**config.mk**
```make
export PLATFORM = sky130hd
export DESIGN_NAME = m_skid_buf
export DESIGN_NICKNAME = d
export VERILOG_FILES = /design/src/rtl/m_skid_buf.sv
export SDC_FILE = /design/constraint.sdc
export NUM_CORES = 1
export LEC_CHECK = 0
export ABC_AREA = 1
export CAP_MARGIN = 5
export CELL_PAD_IN_SITES_DETAIL_PLACEMENT = 1
export CELL_PAD_IN_SITES_GLOBAL_PLACEMENT = 2
export CORE_MARGIN = 1
export CORE_UTILIZATION = 27
export DETAILED_ROUTE_END_ITERATION = 16
export PLACE_DENSITY_LB_ADDON = 0.12
export REMOVE_ABC_BUFFERS = 1
export SLEW_MARGIN = 20
export SYNTH_ARGS = -nofsm -noshare
export SYNTH_HDL_FRONTEND = slang
export SYNTH_SLANG_ARGS = --single-unit
```
**constraint.sdc**
```tcl
create_clock -name clk -period 1.65 [get_ports clk]
set_input_delay 0.33 -clock clk [delete_from_list [all_inputs] [get_ports clk]]
set_output_delay 0.33 -clock clk [all_outputs]
set_load 0.02 [all_outputs]
```
**src/rtl/m_skid_buf.sv**
```systemverilog
// ---------------------------------------------------------------------------
// m_skid_buf -- two-entry valid/ready skid buffer with fully registered outputs.
//
// Sits in front of a plain enabled register stage. Because in_ready is a
// register, there is no combinational path from out_ready to in_ready, so long
// ready chains are broken here.
//
// Handshake: a beat moves across an interface on a rising clk edge where both
// valid and ready are high. Upstream accept = in_valid && in_ready. Downstream
// transfer = out_valid && out_ready. A producer may not assume a beat was taken
// unless both were high at the edge. In a flush cycle no beat is transferred in
// either direction.
//
// Ports:
//   clk        clock, rising edge
//   rst_n      asynchronous active-low reset
//   flush      synchronous clear; drops all held beats, wins over handshakes
//   in_valid   upstream beat valid
//   in_ready   registered; the buffer can take a beat this cycle
//   in_data    upstream beat data
//   out_valid  registered; out_data holds a valid beat
//   out_ready  downstream takes the beat this cycle
//   out_data   registered; driven from the main register
//   occupancy  registered count of held beats (0..2)
// ---------------------------------------------------------------------------
module m_skid_buf #(
  parameter int               WIDTH     = 8,
  parameter logic [WIDTH-1:0] RESET_VAL = '0
) (
  input  logic             clk,
  input  logic             rst_n,
  input  logic             flush,
  input  logic             in_valid,
  output logic             in_ready,
  input  logic [WIDTH-1:0] in_data,
  output logic             out_valid,
  input  logic             out_ready,
  output logic [WIDTH-1:0] out_data,
  output logic [1:0]       occupancy
);

  // EMPTY: nothing held. ONE: main holds the head beat. TWO: main + skid.
  typedef enum logic [1:0] {
    EMPTY = 2'd0,
    ONE   = 2'd1,
    TWO   = 2'd2
  } state_t;

  state_t           state;
  logic [WIDTH-1:0] main_q;
  logic [WIDTH-1:0] skid_q;

  assign out_data = main_q;

  // out_valid, in_ready and occupancy are updated alongside state so every
  // output comes straight from a flop.
  always_ff @(posedge clk or negedge rst_n) begin
    if (!rst_n) begin
      state     <= EMPTY;
      out_valid <= 1'b0;
      in_ready  <= 1'b1;
      occupancy <= 2'd0;
      main_q    <= RESET_VAL;
      skid_q    <= RESET_VAL;
    end else if (flush) begin
      state     <= EMPTY;
      out_valid <= 1'b0;
      in_ready  <= 1'b1;
      occupancy <= 2'd0;
      main_q    <= RESET_VAL;
      skid_q    <= RESET_VAL;
    end else begin
      case (state)
        EMPTY: begin
          if (in_valid) begin
            main_q    <= in_data;
            state     <= ONE;
            out_valid <= 1'b1;
            in_ready  <= 1'b1;
            occupancy <= 2'd1;
          end
        end
        ONE: begin
          if (in_valid && out_ready) begin
            // Head leaves while a new beat arrives: occupancy stays 1.
            main_q <= in_data;
          end else if (in_valid) begin
            // Downstream stalled: park the new beat behind the head.
            skid_q    <= in_data;
            state     <= TWO;
            in_ready  <= 1'b0;
            occupancy <= 2'd2;
          end else if (out_ready) begin
            // main_q keeps its old value but is no longer valid.
            state     <= EMPTY;
            out_valid <= 1'b0;
            occupancy <= 2'd0;
          end
        end
        TWO: begin
          // in_ready is low here, so in_valid is not looked at.
          if (out_ready) begin
            main_q    <= skid_q;
            state     <= ONE;
            in_ready  <= 1'b1;
            occupancy <= 2'd1;
          end
        end
        default: begin
          state     <= EMPTY;
          out_valid <= 1'b0;
          in_ready  <= 1'b1;
          occupancy <= 2'd0;
        end
      endcase
    end
  end

`ifndef SYNTHESIS
  // Unknown control inputs after reset would silently corrupt the stream.
  always @(posedge clk) begin
    if (rst_n && $isunknown({in_valid, out_ready, flush})) begin
      $error("m_skid_buf: X/Z on in_valid/out_ready/flush at clock edge");
    end
  end
`endif

endmodule

```
==> flow_summary.toml <==
[setup_path]
crit_end = "out_valid"
timing.critical_path.buf_inv = 1
criticalPathCategory = "reg2out"
crit_cells = 1
rr_endpoint = "state[1]"
rr_worst_depth = 8
worstSetupStartpoint = "out_valid"
critical_path_peak_fanout = 2
crit_family = "buffers and inverters"
crit_required_ns = 1.32
crit-reg2reg-launch = "state[0]"
worstPathArrival_ns = 1.22
cp_slowest_stage_delay_ns = 0.61
end_kind = "output pin"
crit_slowest_cell = "clkdlybuf4s50_1"
path_cells = "clkdlybuf4s50_1"
rrSetupSlack_ns = 0.14
cp-start-kind = "flop"

[die]
pin_count = 25
die_h_um = 65.8
num_rows = 22
dieArea_sq_um = 4330
die_w_um = 65.8
core_sq_um = 3770
initial_core_util_pct = 29.2

[finish]
nets = 204
drive_above_1_share_pct = 16.7
area_delta_synth_final_pct = 46.3
num_antenna_cells = 0
final_cells = 234

[synthesis]
synthTopCellsByArea = "dfrtp_1 43%, nand2_1 12%, nand3_1 10%, o21ai_0 8.6%, inv_1 4.8%"
synth_edf_count = 0
synth-compound-area-share_pct = 13.5
synthMuxAreaShare_pct = 0
avgSynthCellArea_sq_um = 7.58
synthArstFlopShare_pct = 100
netlist_instances = 145
ys_types = 15
synth-seq-area-share_pct = 45.6
ys_seq_elements = 20
synth_ff_type = "dfrtp_1"
synth_area_sq_um = 1100
synth-xor-area-share_pct = 0
synth-simple-area-share_pct = 27.3
synth_top_family_by_area = "simple AND/OR/NAND/NOR gates"
synth_area_leader_cell = "dfrtp_1"
synth.top_cell.area_share_pct = 43.2
synth_fa_ha_area_share_pct = 4.55
yosys_warnings = 0

[clocking]
htreeDepth = 1
clk_pin_slew_ns = 0.08
cts_made_buffers = 3
cts.sinks = 20
cts_root_buffer = "clkbuf_8"
cts_buffer_depth = 2
tritoncts = "done"
insertion_delay_ns = 0.25

[place]
dp.cells = 230
gp_congestion = 0.772
io_buffer_count = 24
dp_hpwl_um = 2320

[drt]
wl_um = 2970
wl_met1_um = 1200
wl_met2_um = 1680
drt_pass1_iterations = 4
post-route-drc-count = 0
wl_met3_um = 62
ant_nets = 0
dr.max_layer_used = "met4"
wl_per_cell_um = 12.7
drt_iter0_markers = 35
via_count = 1092
viasPerCell = 4.67

[timing]
finalHoldViolations = 0
hold_ws_ns = 0.413
finalClockSkew_ns = 0.00167
maxSlewHeadroom_pct = 81.9
rsz0062_at_grt = "no"
finalCriticalPeriod_ns = 1.55
setup_tns_ns = 0
maxSlewViolCount = 0
fin_crit_sh_pct = 94.1
tightestPinTransition_ns = 0.271
fmax_mhz = 644
setup_viol = 0

[power]
power_density_nw_per_um2 = 1170
ir_drop_uv = 393
finalPower_uw = 1880
leakagePower_uw = 0.000796

[grt]
first_global_vias = 1208
antenna_found_initial = 0
grt_max_degree = 21
grt_usage_pct = 16.0
grt_pass1_wl_um = 5190
overflow = 0

[run_status]
outcome = "completed"

[flow_run]
cap_violations = 0

[min_path]
hold_path.class = "in2async"
==> sequential cells by signal (all words and copies together) (netlist names) <==
| register | cells |
|---|---|
| in_ready | 1 |
| out_data | 8 |
| out_valid | 1 |
| skid_q | 8 |
| state | 2 |
==> layout by cell type (no fill, tap or decap) <==
| cell | count |
|---|---|
| a21oi_1 | 9 |
| buf_12 | 3 |
| buf_4 | 16 |
| bufinv_16 | 1 |
| clkbuf_8 | 3 |
| clkdlybuf4s50_1 | 21 |
| dfrtp_1 | 19 |
| dfstp_2 | 1 |
| dlygate4sd2_1 | 3 |
| ha_1 | 4 |
| inv_1 | 14 |
| inv_2 | 2 |
| nand2_1 | 36 |
| nand2_2 | 4 |
| nand3_1 | 22 |
| nor2_1 | 8 |
| o21ai_0 | 19 |
| o21ai_2 | 1 |
==> repair_timing <==
item                                    CTS  global route
buffers inserted                          0             0
hold endpoints to repair                  0             0
gates resized for setup                   3             0
endpoints found under the setup margin    3             0
hold buffers                              0             0
==> cells in the mapped netlist, types with 2 or more instances <==
library cell  number
a21oi_1            9
buf_2              4
dfrtp_1           19
ha_1               4
inv_1             14
inv_2              2
nand2_1           36
nand2_2            4
nand3_1           22
nor2_1             8
o21ai_0           19
==> kinds of logic after synthesis <==
logic type / count (synthesis)
AND/OR/NAND/NOR: 70
AO/OA/AOI/OAI: 29
adder cells (fa/ha/maj): 4
buffers and inverters: 22
flip-flops: 20
==> worst min path at each step <==
stage	start	to	slack [ns]
2_1_floorplan	rst_n	out_data[0]	0.03
3_3_place_gp	in_ready	in_ready	0.45
3_5_place_dp	in_ready	in_ready	0.46
4_1_cts	rst_n	out_data[7]	0.42
5_1_grt	rst_n	out_data[2]	0.43
6_report	rst_n	skid_q[2]	0.41
==> metal layers <==
layer  global-route usage [%]  vias up
li1                         -      554
met1                     17.0      524
met2                     31.4       12
met3                     2.07        2
met4                     5.71        0
met5                        0        -
==> layout make-up <==
class,count,area [sq um]
clock buffer,3,41.3
timing repair buffer,43,417
tap,48,60.1
clock inverter,1,30.0
fill,464,2160
sequential,20,502
multi-input combinational,103,499
inverter,16,60.1
==> power by group <==
group	leakage, uW	switching (uW)	total, uW	internal (uW)
clock	0.0000357	166	490	323
sequential	0.000257	50.5	643	592
combinational	0.000503	410	752	341
total	0.000796	627	1880	1260
==> stage by stage <==
| step | util, % | setup WS (ns) | cell area, sq um |
|---|---|---|---|
| floorplan | - | 0.0477 | 1060 |
| global placement | 40.9 | 0.0241 | 1540 |
| detailed placement | 40.9 | -0.0798 | 1540 |
| CTS | 42.7 | 0.0793 | 1610 |
| global route | 42.7 | 0.0179 | 1610 |
| finish | 42.7 | 0.0973 | 1610 |
(Power assumes the default switching activity.)
